<file path="src/rtl/mips_ctrl_defs.sv">
// Shared encodings for the multi-cycle MIPS-subset controller: opcodes, functs, FSM states
// and datapath select codes. The instruction classifier and the sequencer both import this.
package mips_ctrl_defs;

    localparam logic [5:0] OP_RTYPE = 6'h00;
    localparam logic [5:0] OP_J     = 6'h02;
    localparam logic [5:0] OP_JAL   = 6'h03;
    localparam logic [5:0] OP_BEQ   = 6'h04;
    localparam logic [5:0] OP_BNE   = 6'h05;
    localparam logic [5:0] OP_ADDI  = 6'h08;
    localparam logic [5:0] OP_XORI  = 6'h0e;
    localparam logic [5:0] OP_LW    = 6'h23;
    localparam logic [5:0] OP_SW    = 6'h2b;

    localparam logic [5:0] FN_JR    = 6'h08;
    localparam logic [5:0] FN_ADD   = 6'h20;
    localparam logic [5:0] FN_SUB   = 6'h22;
    localparam logic [5:0] FN_SLT   = 6'h2a;

    typedef enum logic [2:0] {
        ST_FETCH  = 3'd0,
        ST_DECODE = 3'd1,
        ST_EXEC   = 3'd2,
        ST_MEM    = 3'd3,
        ST_WB     = 3'd4,
        ST_TRAP   = 3'd5
    } state_t;

    typedef enum logic [2:0] {
        ALU_ADD = 3'd0,
        ALU_SUB = 3'd1,
        ALU_XOR = 3'd2,
        ALU_SLT = 3'd3
    } alu_op_t;

    typedef enum logic [1:0] {
        PC_PLUS4  = 2'd0,
        PC_JUMP   = 2'd1,
        PC_RS     = 2'd2,
        PC_BRANCH = 2'd3
    } pc_src_t;

    typedef enum logic [1:0] {
        DST_RT = 2'd0,
        DST_RD = 2'd1,
        DST_RA = 2'd2
    } reg_dst_t;

    typedef enum logic [1:0] {
        DIN_ALU = 2'd0,
        DIN_MEM = 2'd1,
        DIN_PC4 = 2'd2
    } reg_din_t;

    typedef enum logic [3:0] {
        CLS_ILLEGAL,
        CLS_J,
        CLS_JAL,
        CLS_JR,
        CLS_ADD,
        CLS_SUB,
        CLS_SLT,
        CLS_ADDI,
        CLS_XORI,
        CLS_LW,
        CLS_SW,
        CLS_BEQ,
        CLS_BNE
    } instr_class_t;

    function automatic alu_op_t class_alu_op(input instr_class_t cls);
        case (cls)
            CLS_SUB, CLS_BEQ, CLS_BNE: return ALU_SUB;
            CLS_XORI:                  return ALU_XOR;
            CLS_SLT:                   return ALU_SLT;
            default:                   return ALU_ADD;
        endcase
    endfunction

    function automatic logic class_uses_imm(input instr_class_t cls);
        return (cls == CLS_ADDI) || (cls == CLS_XORI) || (cls == CLS_LW) || (cls == CLS_SW);
    endfunction

    function automatic logic class_is_rtype_alu(input instr_class_t cls);
        return (cls == CLS_ADD) || (cls == CLS_SUB) || (cls == CLS_SLT);
    endfunction

endpackage

</file>
<file path="src/rtl/mc_control_fsm_if.sv">
// Controller <-> datapath/memory bundle: IR fields and memory handshakes in, strobes and selects out.
// master = sequencer side, slave = datapath/memory side.
interface mc_control_fsm_if;
    logic [5:0]  opcode;
    logic [5:0]  funct;
    logic        alu_zero;
    logic        im_ready;
    logic        dm_ready;
    logic        im_req;
    logic        dm_req;
    logic        ir_we;
    logic        pc_we;
    logic [1:0]  pc_src;
    logic        reg_we;
    logic [1:0]  reg_dst_ctrl;
    logic [1:0]  reg_din_ctrl;
    logic        dm_we;
    logic [2:0]  alu_op;
    logic        alu_b_src;
    logic        illegal;
    logic [2:0]  state_dbg;
    logic [31:0] instret;

    modport master (
        input  opcode, funct, alu_zero, im_ready, dm_ready,
        output im_req, dm_req, ir_we, pc_we, pc_src, reg_we, reg_dst_ctrl, reg_din_ctrl,
               dm_we, alu_op, alu_b_src, illegal, state_dbg, instret
    );

    modport slave (
        output opcode, funct, alu_zero, im_ready, dm_ready,
        input  im_req, dm_req, ir_we, pc_we, pc_src, reg_we, reg_dst_ctrl, reg_din_ctrl,
               dm_we, alu_op, alu_b_src, illegal, state_dbg, instret
    );
endinterface

</file>
<file path="src/rtl/mc_instr_class.sv">
// Combinational opcode/funct classifier; zero latency, no handshake.
module mc_instr_class
    import mips_ctrl_defs::*;
(
    input  logic [5:0]   opcode,
    input  logic [5:0]   funct,
    output instr_class_t cls,
    output logic         illegal
);

    always_comb begin
        cls = CLS_ILLEGAL;
        case (opcode)
            OP_RTYPE: begin
                case (funct)
                    FN_JR:   cls = CLS_JR;
                    FN_ADD:  cls = CLS_ADD;
                    FN_SUB:  cls = CLS_SUB;
                    FN_SLT:  cls = CLS_SLT;
                    default: cls = CLS_ILLEGAL;
                endcase
            end
            OP_J:    cls = CLS_J;
            OP_JAL:  cls = CLS_JAL;
            OP_BEQ:  cls = CLS_BEQ;
            OP_BNE:  cls = CLS_BNE;
            OP_ADDI: cls = CLS_ADDI;
            OP_XORI: cls = CLS_XORI;
            OP_LW:   cls = CLS_LW;
            OP_SW:   cls = CLS_SW;
            default: cls = CLS_ILLEGAL;
        endcase
    end

    assign illegal = (cls == CLS_ILLEGAL);

endmodule

</file>
<file path="src/rtl/mc_control_fsm.sv">
// Multi-cycle FETCH/DECODE/EXEC/MEM/WB sequencer; 2-5 cycles per instruction, +1 per im_ready/dm_ready wait.
// MC_PERF_COUNT_EN builds the instret counter; otherwise instret is tied to zero.
module mc_control_fsm
    import mips_ctrl_defs::*;
#(
    parameter int RA_REG    = 31,
    parameter bit TRAP_HOLD = 1'b1
) (
    input  logic              clk,
    input  logic              reset,
    mc_control_fsm_if.master  bus
);

    // The datapath's write-port mux resolves DST_RA to this register index.
    localparam int unused_ra_reg = RA_REG;

    state_t       state;
    state_t       state_nxt;
    instr_class_t cls;
    logic         cls_illegal;
    alu_op_t      ex_alu_op;
    logic         ex_imm;

    logic         im_req_c;
    logic         dm_req_c;
    logic         ir_we_c;
    logic         pc_we_c;
    pc_src_t      pc_src_c;
    logic         reg_we_c;
    reg_dst_t     reg_dst_c;
    reg_din_t     reg_din_c;
    logic         dm_we_c;
    alu_op_t      alu_op_c;
    logic         alu_b_src_c;
    logic         illegal_c;
    logic         retire;

    mc_instr_class u_class (
        .opcode  (bus.opcode),
        .funct   (bus.funct),
        .cls     (cls),
        .illegal (cls_illegal)
    );

    assign ex_alu_op = class_alu_op(cls);
    assign ex_imm    = class_uses_imm(cls);

    always_ff @(posedge clk) begin
        if (reset) begin
            state <= ST_FETCH;
        end else begin
            state <= state_nxt;
        end
    end

    always_comb begin
        state_nxt   = state;
        im_req_c    = 1'b0;
        dm_req_c    = 1'b0;
        ir_we_c     = 1'b0;
        pc_we_c     = 1'b0;
        pc_src_c    = PC_PLUS4;
        reg_we_c    = 1'b0;
        reg_dst_c   = DST_RT;
        reg_din_c   = DIN_ALU;
        dm_we_c     = 1'b0;
        alu_op_c    = ALU_ADD;
        alu_b_src_c = 1'b0;
        illegal_c   = 1'b0;
        retire      = 1'b0;

        case (state)
            ST_FETCH: begin
                im_req_c = 1'b1;
                if (bus.im_ready) begin
                    ir_we_c   = 1'b1;
                    pc_we_c   = 1'b1;
                    state_nxt = ST_DECODE;
                end
            end
            ST_DECODE: begin
                case (cls)
                    CLS_J: begin
                        pc_we_c   = 1'b1;
                        pc_src_c  = PC_JUMP;
                        state_nxt = ST_FETCH;
                        retire    = 1'b1;
                    end
                    CLS_JAL: begin
                        // PC already advanced in FETCH, so PC+4 is the link value.
                        pc_we_c   = 1'b1;
                        pc_src_c  = PC_JUMP;
                        reg_we_c  = 1'b1;
                        reg_dst_c = DST_RA;
                        reg_din_c = DIN_PC4;
                        state_nxt = ST_FETCH;
                        retire    = 1'b1;
                    end
                    CLS_JR: begin
                        pc_we_c   = 1'b1;
                        pc_src_c  = PC_RS;
                        state_nxt = ST_FETCH;
                        retire    = 1'b1;
                    end
                    default: state_nxt = cls_illegal ? ST_TRAP : ST_EXEC;
                endcase
            end
            ST_EXEC: begin
                alu_op_c    = ex_alu_op;
                alu_b_src_c = ex_imm;
                case (cls)
                    CLS_BEQ, CLS_BNE: begin
                        pc_we_c   = (cls == CLS_BEQ) ? bus.alu_zero : ~bus.alu_zero;
                        pc_src_c  = PC_BRANCH;
                        state_nxt = ST_FETCH;
                        retire    = 1'b1;
                    end
                    CLS_LW, CLS_SW: state_nxt = ST_MEM;
                    default:        state_nxt = ST_WB;
                endcase
            end
            ST_MEM: begin
                // ALU keeps computing the effective address for the whole access.
                dm_req_c    = 1'b1;
                dm_we_c     = (cls == CLS_SW);
                alu_op_c    = ex_alu_op;
                alu_b_src_c = ex_imm;
                if (bus.dm_ready) begin
                    if (cls == CLS_SW) begin
                        state_nxt = ST_FETCH;
                        retire    = 1'b1;
                    end else begin
                        state_nxt = ST_WB;
                    end
                end
            end
            ST_WB: begin
                reg_we_c    = 1'b1;
                reg_dst_c   = class_is_rtype_alu(cls) ? DST_RD : DST_RT;
                reg_din_c   = (cls == CLS_LW) ? DIN_MEM : DIN_ALU;
                alu_op_c    = ex_alu_op;
                alu_b_src_c = ex_imm;
                state_nxt   = ST_FETCH;
                retire      = 1'b1;
            end
            ST_TRAP: begin
                illegal_c = 1'b1;
                if (!TRAP_HOLD) begin
                    state_nxt = ST_FETCH;
                end
            end
            default: state_nxt = ST_FETCH;
        endcase
    end

    // Requests follow the registered state and drop one cycle after reset is sampled;
    // write strobes and selects are forced quiet while reset is asserted.
    assign bus.im_req       = im_req_c;
    assign bus.dm_req       = dm_req_c;
    assign bus.ir_we        = ir_we_c & ~reset;
    assign bus.pc_we        = pc_we_c & ~reset;
    assign bus.pc_src       = reset ? 2'd0 : pc_src_c;
    assign bus.reg_we       = reg_we_c & ~reset;
    assign bus.reg_dst_ctrl = reset ? 2'd0 : reg_dst_c;
    assign bus.reg_din_ctrl = reset ? 2'd0 : reg_din_c;
    assign bus.dm_we        = dm_we_c & ~reset;
    assign bus.alu_op       = reset ? 3'd0 : alu_op_c;
    assign bus.alu_b_src    = alu_b_src_c & ~reset;
    assign bus.illegal      = illegal_c & ~reset;
    assign bus.state_dbg    = state;

`ifdef MC_PERF_COUNT_EN
    logic [31:0] instret_q;

    always_ff @(posedge clk) begin
        if (reset) begin
            instret_q <= 32'd0;
        end else if (retire) begin
            instret_q <= instret_q + 32'd1;
        end
    end

    assign bus.instret = instret_q;
`else
    logic unused_retire;
    assign unused_retire = retire;
    assign bus.instret   = 32'd0;
`endif

endmodule

</file>
<file path="src/flat_wrapper.sv">
// flat-port wrapper written by rule: the top's interface ports become plain ports
module mc_control_fsm_flat import mips_ctrl_defs::*;
#(
    parameter int RA_REG    = 31,
    parameter bit TRAP_HOLD = 1'b1
)
  (clk, reset, bus_opcode, bus_funct, bus_alu_zero, bus_im_ready, bus_dm_ready, bus_im_req, bus_dm_req, bus_ir_we, bus_pc_we, bus_pc_src, bus_reg_we, bus_reg_dst_ctrl, bus_reg_din_ctrl, bus_dm_we, bus_alu_op, bus_alu_b_src, bus_illegal, bus_state_dbg, bus_instret);
  mc_control_fsm_if bus_i ();
  input  logic clk;
  input  logic reset;
  input wire logic [$bits(bus_i.opcode)-1:0] bus_opcode;
  input wire logic [$bits(bus_i.funct)-1:0] bus_funct;
  input wire logic [$bits(bus_i.alu_zero)-1:0] bus_alu_zero;
  input wire logic [$bits(bus_i.im_ready)-1:0] bus_im_ready;
  input wire logic [$bits(bus_i.dm_ready)-1:0] bus_dm_ready;
  output wire logic [$bits(bus_i.im_req)-1:0] bus_im_req;
  output wire logic [$bits(bus_i.dm_req)-1:0] bus_dm_req;
  output wire logic [$bits(bus_i.ir_we)-1:0] bus_ir_we;
  output wire logic [$bits(bus_i.pc_we)-1:0] bus_pc_we;
  output wire logic [$bits(bus_i.pc_src)-1:0] bus_pc_src;
  output wire logic [$bits(bus_i.reg_we)-1:0] bus_reg_we;
  output wire logic [$bits(bus_i.reg_dst_ctrl)-1:0] bus_reg_dst_ctrl;
  output wire logic [$bits(bus_i.reg_din_ctrl)-1:0] bus_reg_din_ctrl;
  output wire logic [$bits(bus_i.dm_we)-1:0] bus_dm_we;
  output wire logic [$bits(bus_i.alu_op)-1:0] bus_alu_op;
  output wire logic [$bits(bus_i.alu_b_src)-1:0] bus_alu_b_src;
  output wire logic [$bits(bus_i.illegal)-1:0] bus_illegal;
  output wire logic [$bits(bus_i.state_dbg)-1:0] bus_state_dbg;
  output wire logic [$bits(bus_i.instret)-1:0] bus_instret;
  assign bus_i.opcode = bus_opcode;
  assign bus_i.funct = bus_funct;
  assign bus_i.alu_zero = bus_alu_zero;
  assign bus_i.im_ready = bus_im_ready;
  assign bus_i.dm_ready = bus_dm_ready;
  assign bus_im_req = bus_i.im_req;
  assign bus_dm_req = bus_i.dm_req;
  assign bus_ir_we = bus_i.ir_we;
  assign bus_pc_we = bus_i.pc_we;
  assign bus_pc_src = bus_i.pc_src;
  assign bus_reg_we = bus_i.reg_we;
  assign bus_reg_dst_ctrl = bus_i.reg_dst_ctrl;
  assign bus_reg_din_ctrl = bus_i.reg_din_ctrl;
  assign bus_dm_we = bus_i.dm_we;
  assign bus_alu_op = bus_i.alu_op;
  assign bus_alu_b_src = bus_i.alu_b_src;
  assign bus_illegal = bus_i.illegal;
  assign bus_state_dbg = bus_i.state_dbg;
  assign bus_instret = bus_i.instret;
  mc_control_fsm #(.RA_REG(RA_REG), .TRAP_HOLD(TRAP_HOLD)) u_core (.clk(clk), .reset(reset), .bus(bus_i));
endmodule
</file>
<file path="config.mk">
export PLATFORM = sky130hd
export DESIGN_NAME = mc_control_fsm_flat
export DESIGN_NICKNAME = d
export VERILOG_FILES = /design/src/rtl/mips_ctrl_defs.sv /design/src/rtl/mc_control_fsm_if.sv /design/src/rtl/mc_instr_class.sv /design/src/rtl/mc_control_fsm.sv /design/src/flat_wrapper.sv
export SDC_FILE = /design/constraint.sdc
export NUM_CORES = 1
export LEC_CHECK = 0
export CORE_MARGIN = 2
export CORE_UTILIZATION = 40
export DETAILED_ROUTE_END_ITERATION = 16
export PLACE_DENSITY = 0.86
export SLEW_MARGIN = 10
export SYNTH_ARGS = -nofsm -noshare
export SYNTH_HDL_FRONTEND = slang
export SYNTH_HIERARCHICAL = 1
export SYNTH_SLANG_ARGS = --single-unit
</file>
<file path="constraint.sdc">
create_clock -name clk -period 3.8 [get_ports clk]
set_input_delay 0.57 -clock clk [delete_from_list [all_inputs] [get_ports clk]]
set_output_delay 0.57 -clock clk [all_outputs]
set_load 0.02 [all_outputs]
</file>
==> results.yml <==
status:
  outcome: "completed"
critical_path:
  max_stage_delay_ns: 0.54
  cp-end-kind: "output pin"
  critical_path_peak_fanout: 7
  crit_type: "in -> out"
  critPathRequiredTime_ns: 3.23
  cp-start-kind: "primary input"
  slowest_stage: "clkdlybuf4s50_1"
  path_cells: "clkdlybuf4s50_1 > nor4_4 > nand4_1 > a21oi_2 > buf_4 > nor2_2 > and3_2 > a221oi_1 > a211oi_1 > dlygate4sd2_1"
  cp_data_arrival_time_ns: 3.02
timing:
  rsz0062_at_grt: "no"
  fin_crit_sh_pct: 94.5
  finClkSkew_ns: 0.000693
  max_slew.worst_pin.slew_ns: 0.499
  setup_viol: 0
  max_slew_margin_pct: 66.7
  min_period_ns: 3.59
  max_freq_ghz: 0.279
  slew_viol_final: 0
  final-hold-violation-count: 0
floorplanning:
  die_area_um2: 3230
  ios: 69
  die_x_um: 56.8
  die_h_um: 56.8
  std_cell_rows: 19
  start_util_pct: 41.1
  core_area_um2: 2710
global_route:
  grt_pass1_wl_um: 4370
  antenna_found_initial: 0
  overflow: 0
  grt_max_degree: 18
  grt_usage_pct: 16.1
  grt_pass1_vias: 1003
detailed_routing:
  vias: 1180
  ant_nets: 0
  vias_per_cell: 5.04
  routed_wirelength_um: 2680
  drc: 0
  avgRoutedWirePerCell_um: 11.5
  initialDrtViolationCount: 56
  dr.pass1.iters: 6
clocking:
  cts_max_level: 1
  cts_root_buffer: "clkbuf_4"
  cts.clk_slew.worst_paths_ns: 0.04
  cts_hold_buf: 0
  clock_sinks: 3
  clk_latency_ns: 0.23
  cts_tree: "built"
  clock_path_buffers: 2
  cts_buffers: 3
  post-cts-setup-buffers: 0
final_layout:
  nFillCells: 270
  area_growth_pct: 32.7
  antennaDiodeCount: 0
  largest_reg_flops: 3
  nNetsFinal: 221
  seq_area_um2: 60.1
  drive_gt1_share_pct: 17.7
  utilization_pct: 54.6
  multiInputGateArea_um2: 857
pwr:
  total_power_uw: 279
  p_leak_uw: 0.000774
  vdd_drop_max_uv: 205
  power_density_nw_per_um2: 188
synthesis:
  syn-cell-area_um2: 1110
  ys_top_cells_by_area: "buf_4 (23%), dfxtp_1 (5.4%), nor2_1 (4.7%), a21oi_1 (4.5%), nand2b_1 (3.4%)"
  synthFlopType: "dfxtp_1"
  synth_top_cell_area_share_pct: 22.9
  ys_warn_count: 6
  synth-edff-count: 0
  netlist_instances: 160
  synth-seq-cells: 3
  synth_commonest_cells: "buf_4 (34), nor2_1 (14), a21oi_1 (10)"
  yosysMostFrequentCell: "buf_4"
  synth_cell_types: 53
  yosys.area.top_type: "buf_4"
  avgSynthCellArea_um2: 6.97
  ys_seq_area_share_pct: 5.39
  synthArstFlopShare_pct: 0
placement:
  place_congestion: 0.876
  io_buffer_count: 35
  dp_hpwl_um: 2050
worst_hold_path:
  min_path_type: "reg -> reg"
flow_run:
  drv_cap: 0
==> worst paths after layout <==
| path | startpoint | endpoint | slack, ns | cells past startpoint |
|---|---|---|---|---|
| max reg2reg | u_core/bus.state_dbg[0] | u_core/bus.state_dbg[2] | 2.26 | 3 |
| max | bus_opcode[0] | bus_pc_src[0] | 0.21 | 10 |
| min reg2reg | u_core/bus.state_dbg[2] | u_core/bus.state_dbg[2] | 0.70 | 2 |
| min | u_core/bus.state_dbg[2] | u_core/bus.state_dbg[2] | 0.70 | 2 |
==> cell type report <==
type,instances,share of cell area (%)
Multi-Input combinational cell,142,58.0
Timing Repair Buffer,51,32.8
Sequential cell,3,4.06
Tap cell,31,2.62
Clock buffer,4,1.78
Inverter,3,0.761
==> what timing repair did <==
action	CTS	global route
pin swaps	0	0
gates cloned	0	0
gates resized for setup	6	13
endpoints found under the setup margin	4	10
==> cell usage in the layout (no fill, tap or decap), types with 4 or more instances in the layout <==
master	count
a21oi_1	10
buf_4	16
clkdlybuf4s50_1	20
conb_1	33
dlygate4sd2_1	4
dlymetal6s2s_1	10
nand2_1	8
nand2b_1	6
nor2_1	14
nor3_1	6
o21ai_1	4
or3_1	4
xnor2_1	4
==> layer usage <==
metal,GRT usage (%),part of all wire [%],vias to the layer above
li1,-,-,590
met1,22.1,47,534
met2,26.6,46,56
met3,3.00,6.8,0
met4,2.33,0,0
met5,0,0,-
==> per-stage QoR <==
| step | setup WS [ns] | TNS, ns | cells | instance area (um^2) | hold slack, ns |
|---|---|---|---|---|---|
| finish | 0.211 | 0 | 234 | 1480 | 0.702 |
| global route | 0.0148 | 0 | 234 | 1480 | 0.745 |
| CTS | 0.0971 | 0 | 234 | 1460 | 0.697 |
| detailed placement | -0.145 | -0.302 | 230 | 1430 | 0.695 |
| global placement | -0.103 | -0.141 | 230 | 1430 | 0.683 |
| floorplan | 0.565 | 0 | 192 | 1230 | 0.708 |
==> worst max-delay path: cells and delay by family <==
family / cells / cell delay (ns)
buffers and inverters: 3 / 1.02
and+or+nand+nor: 4 / 0.82
AOI/OAI and AO/OA: 3 / 0.60
==> where the power goes <==
group | internal [uW] | switching, uW | leakage (uW) | total [uW]
registers | 35.4 | 13.3 | 0.0000245 | 48.7
clock network | 39.4 | 17.7 | 0.0000150 | 57.2
logic | 73.1 | 99.7 | 0.000734 | 173
total | 148 | 131 | 0.000774 | 279
==> logic make-up after synthesis <==
| logic type | Yosys count | share of synthesized area, % |
|---|---|---|
| AO/OA/AOI/OAI | 37 | 23.5 |
| XOR/XNOR | 4 | 3.14 |
| other | 1 | 0.336 |
| AND/OR/NAND/NOR | 68 | 38.4 |
| flip-flops | 3 | 5.39 |
| buffers and inverters | 47 | 29.3 |
Power figures use the tool's default switching activity.
==> variant 1 (same settings) <==
`TRAP_HOLD` is set to 1'b1 in 2 places; all go to 1'b0.
--- a/src/rtl/mc_control_fsm.sv
+++ b/src/rtl/mc_control_fsm.sv
@@ -6,3 +6,3 @@
     parameter int RA_REG    = 31,
-    parameter bit TRAP_HOLD = 1'b1
+    parameter bit TRAP_HOLD = 1'b0
 ) (
--- a/src/flat_wrapper.sv
+++ b/src/flat_wrapper.sv
@@ -4,3 +4,3 @@
     parameter int RA_REG    = 31,
-    parameter bit TRAP_HOLD = 1'b1
+    parameter bit TRAP_HOLD = 1'b0
 )
Formal check against the unedited RTL: not equivalent (Yosys sat finds a counterexample within 4 cycles, from zero or initial values and one cycle with reset high).
==> variant 1 against the unedited design <==
- synthesized area down 0.56%
- sequential cell count unchanged
- highest routed layer is now met4
- cell area grew 1.4%
- total power up 39%
- die area down 0.51%
- setup slack worse by 0.060 ns
- critical path depth unchanged
- register-to-register slack lost 0.08 ns
- routed wire length down 4.7%
- core utilization is 1.2 points higher
- non-clock buffer count decreased by 1
==> variant 1: results <==
set metrics [dict create \
    post_drt_wl_per_cell_um 11.3 \
    first_pass_iters 4 \
    drt_iter0_drc 60 \
    max_stage_delay_ns 0.65 \
    skew_ns 0.00548 \
    synthTopCellsByArea "buf_4 (24%), dfxtp_1 (5.4%), nor3b_1 (4.1%)" \
    post_drt_via_cell_ratio 5.03 \
    grt_pass1_wl_mm 4.17 \
    r2r_cells 3 \
    post-place-ws_ns 0.0140 \
    cp_data_arrival_time_ns 3.08 \
    track_usage_pct 15.9 \
    cp_max_fo 6 \
    grt_max_degree 15 \
    drive_gt1_share_pct 17.9 \
    post_synth_num_cell_types 52 \
    grt_pass1_vias 954 \
    n_fill_cell 249 \
    status "completed" \
    synthArstFlopShare_pct 0 \
    leakage_nw 0.780 \
    synth_common_cells "buf_4 (35), nor2_1 (8), inv_1 (7)" \
    irDropWorstVdd_mv 0.219 \
    place_hpwl_mm 1.93 \
    ys_seq_area_share_pct 5.42 \
    layout.nets 213 \
    finalWeightedCongestion 0.830 \
]
==> variant 1: worst paths after layout <==
path                                                 to  slack [ns]                    start
worst max register to register  u_core/bus.state_dbg[2]        2.18  u_core/bus.state_dbg[0]
worst min register to register  u_core/bus.state_dbg[1]        0.78  u_core/bus.state_dbg[2]
worst min-delay path            u_core/bus.state_dbg[1]        0.78  u_core/bus.state_dbg[2]
worst max-delay path                          bus_dm_we        0.15            bus_opcode[0]
==> variant 1: layout make-up <==
type | count | area share, %
Sequential cell | 3 | 4.01
Clock buffer | 4 | 1.75
Tap cell | 31 | 2.59
Timing Repair Buffer | 50 | 33.1
Multi-Input combinational cell | 131 | 56.8
Inverter | 7 | 1.75
==> variant 1: timing repair <==
item,4_1_cts,5_1_grt
buffers inserted,0,1
resized for setup,0,19
setup endpoints to repair,0,11
==> variant 1: worst max-delay path, delay by kind of cell <==
kind                   cells  cell delay [ns]
buffers and inverters      5             1.63
AO/OA/AOI/OAI              2             0.36
AND/OR/NAND/NOR            3             0.51
==> variant 1: cell families after synthesis <==
logic type | Yosys count | synth area share (%)
flip-flops | 3 | 5.42
XOR/XNOR | 4 | 3.16
other | 1 | 0.338
AO/OA/AOI/OAI | 35 | 22.7
buffers and inverters | 51 | 31.0
AND/OR/NAND/NOR | 59 | 37.4
==> variant 1: through the flow <==
| step | setup TNS (ns) | utilization [%] | area (um2) | cells |
|---|---|---|---|---|
| 3_3_place_gp | 0 | 52.3 | 1410 | 221 |
| 6_report | 0 | 55.8 | 1500 | 226 |
| 3_5_place_dp | 0 | 52.3 | 1410 | 221 |
| 5_1_grt | -0.0170 | 55.8 | 1500 | 226 |
| 2_1_floorplan | 0 | - | 1230 | 185 |
| 4_1_cts | 0 | 53.3 | 1430 | 225 |
==> variant 1: layer usage <==
layer  part of all wire [%]  GRT usage [%]
met5                      0              0
met1                     42           20.9
met3                    6.2           2.07
met4                   0.78           6.80
met2                     51           25.7
==> variant 1: power breakdown <==
group | internal, mW | switching, mW | leakage, nW | total (mW)
clock | 0.0395 | 0.0185 | 0.0150 | 0.0580
sequential | 0.0415 | 0.0278 | 0.0248 | 0.0693
combinational | 0.114 | 0.144 | 0.740 | 0.259
total | 0.195 | 0.191 | 0.780 | 0.386
==> variant 2 (same settings) <==
Made on the original files. Add a define of `MC_PERF_COUNT_EN`.
--- a/src/rtl/mc_control_fsm.sv
+++ b/src/rtl/mc_control_fsm.sv
@@ -2,2 +2,4 @@
 // MC_PERF_COUNT_EN builds the instret counter; otherwise instret is tied to zero.
+`define MC_PERF_COUNT_EN
+
 module mc_control_fsm
Behaviour: not the same (a bounded check fails within 4 cycles, from zero or initial values and one cycle with reset high).
==> variant 2 against the unedited design <==
- synthesized area grew 130%
- cell area increased by 130%
- critical endpoint is now bus_reg_we
- routed wire length grew 150%
- critical path depth grew 1
- sequential cell count is 32 higher
- largest cell class unchanged
- setup slack got worse by 0.017 ns
- final cell count is 100% higher
- synthesized cell count is 100% higher
- global-route usage rose by 2.2 points
- total power grew to 2.9 times the old value
- die area rose by 120%
- count of clock-buffer cells in the layout is 3 higher
==> variant 2: results <==
set metrics [dict create \
    clk_transition_reported_paths_ns 0.07 \
    skew_ns 0.00478 \
    grt_pass1_wl_mm 10.9 \
    largest_register_ffs 32 \
    layout.nets 417 \
    cts_buffers 5 \
    cts-resized-gates 9 \
    irDropWorstVdd_mv 0.136 \
    post-place-ws_ns -0.182 \
    grt_pass1_vias 2505 \
    leakage_nw 1.28 \
    cp_max_fo 8 \
    p_clk_share_pct 30.8 \
    post_drt_via_cell_ratio 5.81 \
    dpl.cell_count 467 \
    synth_area_per_cell_um2 7.75 \
    io_buffers 67 \
    period_needed_ns 3.61 \
    cts-htree-levels 2 \
    power_density_nw_per_um2 237 \
    status "completed" \
    synthTopCellsByArea "dfxtp_1 (28%), a21oi_1 (7.5%), or3_1 (4.5%)" \
    rrSetupSlack_ns 1.31 \
    first_pass_iters 4 \
    track_usage_pct 18.2 \
    root_buffer "clkbuf_8" \
    drive_gt1_share_pct 15.0 \
    grt_max_degree 51 \
    tightestPinTransition_ns 0.642 \
    power.switching_uw 231 \
    p_seq_uw 388 \
    post_synth_num_cell_types 62 \
]
variant 2: cell count changes after synthesis, moves of 5 or more:
cell,change
dfxtp_1,+32
buf_4,-31
a21oi_1,+28
o21ai_0,+20
or3_1,+14
clkbuf_1,+12
nand2_1,+11
nand3_1,+11
o31ai_1,+10
or4_1,+10
nand4_1,+9
inv_1,+5
variant 2: final timing paths:
path	startpoint	end	depth (start not counted)
setup reg to reg	u_core/bus.instret[3]	u_core/bus.instret[29]	5
hold reg to reg	u_core/bus.instret[31]	u_core/bus.instret[31]	2
hold / removal	u_core/bus.instret[31]	u_core/bus.instret[31]	2
setup / recovery	bus_funct[1]	bus_reg_we	11
variant 2: area by class of cell:
| class | count | area share, % |
|---|---|---|
| inverter | 7 | 0.763 |
| multi-input combinational | 256 | 48.1 |
| timing repair buffer | 94 | 25.7 |
| tap | 75 | 2.72 |
| sequential | 35 | 20.3 |
| clock buffer | 7 | 2.22 |
| clock inverter | 1 | 0.145 |
variant 2: worst max-delay path, stage by stage:
cell             delay (ns)
clkdlybuf4s50_1        0.52
nand2b_1               0.14
o21a_1                 0.12
o22ai_1                0.06
o21bai_1               0.24
inv_2                  0.13
buf_4                  0.17
nor3_1                 0.27
nand2_1                0.12
nand2_1                0.08
clkdlybuf4s50_1        0.60
variant 2: cells by family after synthesis:
logic type | share of synthesized area (%)
XOR/XNOR | 2.43
AND/OR/NAND/NOR | 36.1
multiplexers | 2.18
flip-flops | 27.7
buffers and inverters | 7.72
AO/OA/AOI/OAI | 23.2
other | 0.148
adder cells (fa/ha/maj) | 0.495
variant 2: per-layer routing:
metal / vias up / part of all wire [%] / GRT usage (%)
met2: 72 / 49 / 31.1
li1: 1370 / - / -
met1: 1308 / 46 / 23.6
met3: 11 / 4.1 / 3.46
met4: 0 / 1.3 / 4.99
met5: - / 0 / 0
